**src/rtl/array_17_arbiter_if.sv**
```systemverilog
// Requester-side bundle for array_17_arbiter: one read requester with response, one write requester.
interface array_17_arbiter_if #(
  parameter int unsigned ADDR_W = 12,
  parameter int unsigned DATA_W = 80,
  parameter int unsigned MASK_W = 10
);
  logic              rd_req_valid;
  logic              rd_req_ready;
  logic [ADDR_W-1:0] rd_req_addr;
  logic              rd_resp_valid;
  logic [DATA_W-1:0] rd_resp_data;
  logic              wr_req_valid;
  logic              wr_req_ready;
  logic [ADDR_W-1:0] wr_req_addr;
  logic [DATA_W-1:0] wr_req_data;
  logic [MASK_W-1:0] wr_req_mask;

  modport master (
    output rd_req_valid, rd_req_addr,
    input  rd_req_ready, rd_resp_valid, rd_resp_data,
    output wr_req_valid, wr_req_addr, wr_req_data, wr_req_mask,
    input  wr_req_ready
  );

  modport slave (
    input  rd_req_valid, rd_req_addr,
    output rd_req_ready, rd_resp_valid, rd_resp_data,
    input  wr_req_valid, wr_req_addr, wr_req_data, wr_req_mask,
    output wr_req_ready
  );
endinterface

```
**src/rtl/array_17_arbiter.sv**
```systemverilog
// Single-port RW arbiter for the 4096x80 byte-masked array; read vs write with starvation guard.
// Define ARRAY17_INIT_EN to zero-fill the whole array after reset before any grant.
module array_17_arbiter #(
  parameter int unsigned ADDR_W     = 12,
  parameter int unsigned DATA_W     = 80,
  parameter int unsigned MASK_W     = 10,
  parameter int unsigned STARVE_MAX = 4
) (
  input  logic              clock,
  input  logic              reset_n,
  array_17_arbiter_if.slave req_if,
  output logic [ADDR_W-1:0] sram_addr,
  output logic              sram_en,
  output logic              sram_wmode,
  output logic [MASK_W-1:0] sram_wmask,
  output logic [DATA_W-1:0] sram_wdata,
  input  logic [DATA_W-1:0] sram_rdata,
  output logic              init_done
);

  localparam int unsigned CNT_W = 3;

  logic              in_init;
  logic [ADDR_W-1:0] init_ptr;
  logic              rd_gnt;
  logic              wr_gnt;
  logic [CNT_W-1:0]  starve_q, starve_d;
  logic              rd_resp_valid_q, rd_resp_valid_d;

`ifdef ARRAY17_INIT_EN
  typedef enum logic {ST_INIT = 1'b0, ST_RUN = 1'b1} state_e;

  state_e            state_q, state_d;
  logic [ADDR_W-1:0] init_ptr_q, init_ptr_d;

  always_ff @(posedge clock or negedge reset_n) begin
    if (!reset_n) begin
      state_q    <= ST_INIT;
      init_ptr_q <= '0;
    end else begin
      state_q    <= state_d;
      init_ptr_q <= init_ptr_d;
    end
  end

  // Clear sweep: one address per cycle, leave INIT after the last one.
  always_comb begin
    state_d    = state_q;
    init_ptr_d = init_ptr_q;
    if (state_q == ST_INIT) begin
      init_ptr_d = init_ptr_q + ADDR_W'(1);
      if (init_ptr_q == '1) state_d = ST_RUN;
    end
  end

  assign in_init   = (state_q == ST_INIT);
  assign init_ptr  = init_ptr_q;
  assign init_done = (state_q == ST_RUN);
`else
  assign in_init   = 1'b0;
  assign init_ptr  = '0;
  assign init_done = 1'b1;
`endif

  // Write wins ties unless the reader has lost STARVE_MAX arbitrations in a row.
  always_comb begin
    rd_gnt = 1'b0;
    wr_gnt = 1'b0;
    if (reset_n && !in_init) begin
      if (req_if.wr_req_valid &&
          !(req_if.rd_req_valid && (starve_q == CNT_W'(STARVE_MAX)))) begin
        wr_gnt = 1'b1;
      end else if (req_if.rd_req_valid) begin
        rd_gnt = 1'b1;
      end
    end
  end

  always_comb begin
    sram_en    = 1'b0;
    sram_wmode = 1'b0;
    sram_addr  = '0;
    sram_wmask = '0;
    sram_wdata = '0;
    if (in_init) begin
      sram_en    = 1'b1;
      sram_wmode = 1'b1;
      sram_addr  = init_ptr;
      sram_wmask = '1;
    end else if (wr_gnt) begin
      sram_en    = 1'b1;
      sram_wmode = 1'b1;
      sram_addr  = req_if.wr_req_addr;
      sram_wmask = req_if.wr_req_mask;
      sram_wdata = req_if.wr_req_data;
    end else if (rd_gnt) begin
      sram_en    = 1'b1;
      sram_addr  = req_if.rd_req_addr;
    end
  end

  always_comb begin
    starve_d        = starve_q;
    rd_resp_valid_d = rd_gnt;
    if (rd_gnt) begin
      starve_d = '0;
    end else if (req_if.rd_req_valid && (starve_q != CNT_W'(STARVE_MAX))) begin
      starve_d = starve_q + CNT_W'(1);
    end
  end

  always_ff @(posedge clock or negedge reset_n) begin
    if (!reset_n) begin
      starve_q        <= '0;
      rd_resp_valid_q <= 1'b0;
    end else begin
      starve_q        <= starve_d;
      rd_resp_valid_q <= rd_resp_valid_d;
    end
  end

  assign req_if.rd_req_ready  = rd_gnt;
  assign req_if.wr_req_ready  = wr_gnt;
  assign req_if.rd_resp_valid = rd_resp_valid_q;
  assign req_if.rd_resp_data  = sram_rdata;

endmodule

```
**src/flat_wrapper.sv**
```systemverilog
// flat-port wrapper written by rule: the top's interface ports become plain ports
module array_17_arbiter_flat 
#(
  parameter int unsigned ADDR_W     = 12,
  parameter int unsigned DATA_W     = 80,
  parameter int unsigned MASK_W     = 10,
  parameter int unsigned STARVE_MAX = 4
)
  (clock, reset_n, sram_addr, sram_en, sram_wmode, sram_wmask, sram_wdata, sram_rdata, init_done, req_if_rd_req_valid, req_if_rd_req_addr, req_if_rd_req_ready, req_if_rd_resp_valid, req_if_rd_resp_data, req_if_wr_req_valid, req_if_wr_req_addr, req_if_wr_req_data, req_if_wr_req_mask, req_if_wr_req_ready);
  array_17_arbiter_if #(.ADDR_W(ADDR_W), .DATA_W(DATA_W), .MASK_W(MASK_W)) req_if_i ();
  input  logic clock;
  input  logic reset_n;
  output logic [ADDR_W-1:0] sram_addr;
  output logic sram_en;
  output logic sram_wmode;
  output logic [MASK_W-1:0] sram_wmask;
  output logic [DATA_W-1:0] sram_wdata;
  input  logic [DATA_W-1:0] sram_rdata;
  output logic init_done;
  input wire logic [$bits(req_if_i.rd_req_valid)-1:0] req_if_rd_req_valid;
  input wire logic [$bits(req_if_i.rd_req_addr)-1:0] req_if_rd_req_addr;
  output wire logic [$bits(req_if_i.rd_req_ready)-1:0] req_if_rd_req_ready;
  output wire logic [$bits(req_if_i.rd_resp_valid)-1:0] req_if_rd_resp_valid;
  output wire logic [$bits(req_if_i.rd_resp_data)-1:0] req_if_rd_resp_data;
  input wire logic [$bits(req_if_i.wr_req_valid)-1:0] req_if_wr_req_valid;
  input wire logic [$bits(req_if_i.wr_req_addr)-1:0] req_if_wr_req_addr;
  input wire logic [$bits(req_if_i.wr_req_data)-1:0] req_if_wr_req_data;
  input wire logic [$bits(req_if_i.wr_req_mask)-1:0] req_if_wr_req_mask;
  output wire logic [$bits(req_if_i.wr_req_ready)-1:0] req_if_wr_req_ready;
  assign req_if_i.rd_req_valid = req_if_rd_req_valid;
  assign req_if_i.rd_req_addr = req_if_rd_req_addr;
  assign req_if_rd_req_ready = req_if_i.rd_req_ready;
  assign req_if_rd_resp_valid = req_if_i.rd_resp_valid;
  assign req_if_rd_resp_data = req_if_i.rd_resp_data;
  assign req_if_i.wr_req_valid = req_if_wr_req_valid;
  assign req_if_i.wr_req_addr = req_if_wr_req_addr;
  assign req_if_i.wr_req_data = req_if_wr_req_data;
  assign req_if_i.wr_req_mask = req_if_wr_req_mask;
  assign req_if_wr_req_ready = req_if_i.wr_req_ready;
  array_17_arbiter #(.ADDR_W(ADDR_W), .DATA_W(DATA_W), .MASK_W(MASK_W), .STARVE_MAX(STARVE_MAX)) u_core (.clock(clock), .reset_n(reset_n), .req_if(req_if_i), .sram_addr(sram_addr), .sram_en(sram_en), .sram_wmode(sram_wmode), .sram_wmask(sram_wmask), .sram_wdata(sram_wdata), .sram_rdata(sram_rdata), .init_done(init_done));
endmodule
```
**config.mk**
```make
export PLATFORM = sky130hd
export DESIGN_NAME = array_17_arbiter_flat
export DESIGN_NICKNAME = d
export VERILOG_FILES = /design/src/rtl/array_17_arbiter_if.sv /design/src/rtl/array_17_arbiter.sv /design/src/flat_wrapper.sv
export SDC_FILE = /design/constraint.sdc
export NUM_CORES = 1
export LEC_CHECK = 0
export ABC_AREA = 1
export CORE_AREA = 8 8 145 147
export CTS_CLUSTER_SIZE = 28
export DETAILED_ROUTE_END_ITERATION = 16
export DIE_AREA = 0 0 153 155
export SYNTH_ARGS = -nofsm -noshare
export SYNTH_HDL_FRONTEND = slang
export SYNTH_SLANG_ARGS = --single-unit
```
**constraint.sdc**
```tcl
create_clock -name clock -period 1.79 [get_ports clock]
set_clock_uncertainty 0.1 [all_clocks]
set_input_delay 0.358 -clock clock [delete_from_list [all_inputs] [get_ports clock]]
set_output_delay 0.358 -clock clock [all_outputs]
set_load 0.005 [all_outputs]
```
# After elaboration in Yosys (flattened, before gate mapping)
# Cells that the tools add are included.
[classes]
add_sub_neg = 1
n_mul = 0
div = 0
order_cmp = 0
eq_ne = 2
n_shift = 0
muxes = 14
bitwise = 0
reduce_logical = 5
[op_table]
columns = ["cell", "n"]
rows = [
  ["$mux W80", 1],
  ["$mux W12", 2],
  ["$mux W10", 1],
  ["$mux W1", 8],
  ["$mux W3", 2],
  ["$add A3 B1 Y3 const B", 1],
  ["$eq A3 B3 Y1 const B", 1],
  ["$logic_and A1 B1 Y1", 3],
  ["$ne A3 B3 Y1 const B", 1],
  ["$reduce_bool A2 Y1", 1],
  ["$logic_not A1 Y1", 1],
]
[word_totals]
reg_bits = 4
latchBits = 0
ram_bits = 0
romBits = 0
mem_count = 0

# Depth between registers and ports, before layout
[depth]
word_depth = 8
depth_mapped = 8

# Worst setup path before layout
# Ideal clock, no wire load.
[synth_timing]
path_kind = "reg2out"
from = "register u_core.starve_q[0]"
to = "output port sram_wdata[70]"
arrival_ns = 1.158
setup_slack_ns = 0.174
path_stages_with_launch = 8
path_buffers = 2
path_cell_list = "dfrtp_1 inv_1 ha_1 nand3_1 nand3_2 buf_6 buf_6 nor2_1"
[synth_between]
elab_chain_cells = 7
[synth_lines]
columns = ["item", "line_no", "text"]
rows = [
  ["from (decl)", "array_17_arbiter.sv:27", "logic [CNT_W-1:0] starve_q, starve_d;"],
  ["from (signal assigned)", "array_17_arbiter.sv:117", "starve_q <= starve_d;"],
  ["$eq A3 B3 Y1", "array_17_arbiter.sv:71", "!(req_if.rd_req_valid && (starve_q == CNT_W'(STARVE_MAX)))) begin"],
  ["$logic_and A1 B1 Y1", "array_17_arbiter.sv:71", ""],
  ["$logic_not A1 Y1", "array_17_arbiter.sv:71", ""],
  ["$logic_and A1 B1 Y1", "array_17_arbiter.sv:70", "if (req_if.wr_req_valid &&"],
  ["$mux W1", "array_17_arbiter.sv:70", ""],
  ["$mux W1", "array_17_arbiter.sv:69", "if (reset_n && !in_init) begin"],
  ["$mux W80", "array_17_arbiter.sv:90", "end else if (wr_gnt) begin"],
  ["to (decl)", "flat_wrapper.sv:17", "output logic [DATA_W-1:0] sram_wdata;"],
]
# No other way between the ends.

# Worst setup path in the final report
[layout_timing]
from = "register u_core.starve_q[0]"
to = "output port sram_wdata[51]"
# The elaborated chain is that of the path after synthesis.

==> flow_summary.toml <==
[synth]
ys_warn_count = 0
synthSimpleGateAreaFrac_pct = 31.5
synthTopCellsByArea = "buf_4 (35%), inv_1 (20%), nor2_1 (19%), nand2_1 (7.0%), buf_6 (6.2%)"
seq_area_frac_synth_pct = 5.52
syn_inst = 342
synth_nets = 542
synth_cell_types = 12
synth_top_family_by_area = "buffers and inverters"
avgSynthCellArea_um2 = 5.30
synth_xor_area_share_pct = 0
synth-seq-cells = 4
synth_mux_area_share_pct = 0
syn_area_mm2 = 0.00181
yosys.area_share.adder_pct = 1.38
yosysTopAreaCell = "buf_4"
synth_compound_area_share_pct = 0.276
netlist.area_leader.share_pct = 35.2

[job]
drv_cap = 0

[floorplan]
dieArea_mm2 = 0.0237
start_util_pct = 9.56
die_w_um = 153
coreArea_mm2 = 0.0190
pin_count = 386
rows = 51
die_h_um = 155

[layout]
diodes = 0
layout_common_cells = "clkdlybuf4s50_1 (115), inv_1 (91), buf_2 (86), nor2_2 (34), nor2_4 (32)"
final_common_cell = "clkdlybuf4s50_1"
area_growth_pct = 132
final_cells = 746
fin_nets = 710
fin_area_mm2 = 0.00420
layout-drive-gt1-share_pct = 43.1

[placed_design]
dp.cells = 723
placed_area_mm2 = 0.00378
place_hpwl_mm = 7.72
gp_congestion = 0.757
numPortBuffers = 224

[cts]
root_buffer = "clkbuf_16"
cts_buffer_depth = 2
htree_levels = 1
cts_tree = "built"
insertion_delay_ns = 0.22
holdBufCountCts = 0
cts_buffers = 3
cts_sinks = 4
path_clk_slew_ns = 0.03

[timing]
period_share_pct = 117
postLayoutSetupSlackWorst_ns = -0.303
min_period_ns = 2.09
max_freq_mhz = 478
maxSlewViolCount = 0
rsz0062_at_grt = "yes"
fin_tns_setup_ns = -27.54
hold_ws_ns = 0.185
hold_violations = 0
setup_viol = 106

[worst_setup_path]
crit_required_ns = 1.33
arrival_ns = 1.64
criticalPathCategory = "flop to output pin"
worstSetupEndpointType = "output pin"
setup.worst_path.start_class = "flop"
r2r_cells = 11
crit_fanout = 6

[route]
viasPerCell = 3.26
routed_wl_mm = 10.5
drt-pass1-iter-count = 4
antenna_left = 0
wire_per_inst_um = 14.0
vias = 2432
route.detailed.drc = 0
drt_iter0_drc = 37

[run_status]
status = "complete, but fails checks"
failed_checks = "setup timing"

[grt]
grt_pass1_wl_mm = 14.1
first_global_vias = 2396
grt_max_degree = 22
grt_usage_pct = 7.44
grt_overflow = 0
antenna_found_initial = 0

[pwr]
ir_drop_v = 0.000531
leakagePower_uw = 0.00226
powerDensity_mw_per_mm2 = 431

[hold_path]
hp-class = "primary input to async pin"
==> per-layer routing <==
layer  routed length, um  vias to the layer above  GRT usage (%)  share of wire, %
li1                    -                     1195              -                 -
met1                4140                     1021           7.77                40
met2                4570                      202           11.3                44
met3                1610                       12           6.16                15
met4                  76                        2           1.41              0.73
met5                  53                        -           1.73              0.51
==> through the flow <==
stage / utilization [%] / power (uW) / setup WS (ns)
6_report: 22.2 / 1810 / -0.303
4_1_cts: 20.0 / 1660 / -0.387
5_1_grt: 22.2 / 1960 / -0.388
3_3_place_gp: 19.9 / 1190 / -0.641
3_5_place_dp: 19.9 / 1200 / -0.660
2_1_floorplan: - / 634 / 0.174
==> cell usage after synthesis, drive strengths merged <==
| cell type | number |
|---|---|
| buf | 95 |
| dfrtp | 4 |
| nor2 | 91 |
| inv | 95 |
| conb | 1 |
| nand3 | 18 |
| nand2 | 34 |
| nand4 | 1 |
| ha | 2 |
| a21oi | 1 |
==> state kept, by name (all words and copies together) (netlist names) <==
signal / flops
u_core.starve_q: 3
u_core.req_if.rd_resp_valid: 1
==> cell type report <==
type                            instances  area, um^2
Sequential cell                         4         100
Inverter                               95         362
Clock buffer                            3        75.1
Timing Repair Buffer                  258        2360
Fill cell                            2161       14700
Tap cell                              238         298
Multi-Input combinational cell        148        1010
==> worst max-delay path: stages, from the launching register on <==
cell and delay, ns:
dfrtp_1 0.35, inv_2 0.06, ha_4 0.17, nand3_4 0.08, nand3_4 0.08, buf_12 0.17, buf_16 0.15, clkbuf_16 0.17
nor2_4 0.07, buf_2 0.12
==> cell families (layout without fill, tap and decap cells) <==
family                   Yosys count  after routing
AND/OR/NAND/NOR                  144            144
AO/OA/AOI/OAI                      1              1
adder cells (fa/ha/maj)            2              2
flip-flops                         4              4
buffers and inverters            190            356
other                              1              1
==> worst paths after layout <==
| path | startpoint | endpoint | slack [ns] |
|---|---|---|---|
| setup / recovery | u_core.starve_q[0] | sram_wdata[51] | -0.30 |
| hold / removal | reset_n | u_core.starve_q[1] | 0.19 |
| setup reg to reg | u_core.starve_q[0] | u_core.starve_q[0] | 0.18 |
| hold reg to reg | u_core.starve_q[1] | u_core.starve_q[1] | 0.53 |
| max in group asynchronous | reset_n | u_core.req_if.rd_resp_valid | 1.30 |
| min in group clock | u_core.starve_q[1] | u_core.starve_q[1] | 0.53 |
==> where the power goes <==
part | internal [uW] | leakage, uW | switching [uW] | total (uW)
registers | 125 | 0.0000506 | 24.2 | 149
logic | 770 | 0.00218 | 550 | 1320
clock network | 285 | 0.0000370 | 57.1 | 342
total | 1180 | 0.00226 | 632 | 1810
==> repair_timing <==
action,in CTS,in global routing
resized for setup,416,133
endpoints found under the setup margin,106,106
endpoints found under the hold margin,0,0
cloned,4,6
pin swaps,4,5
setup buffers,8,5
(Power assumes the default switching activity.)
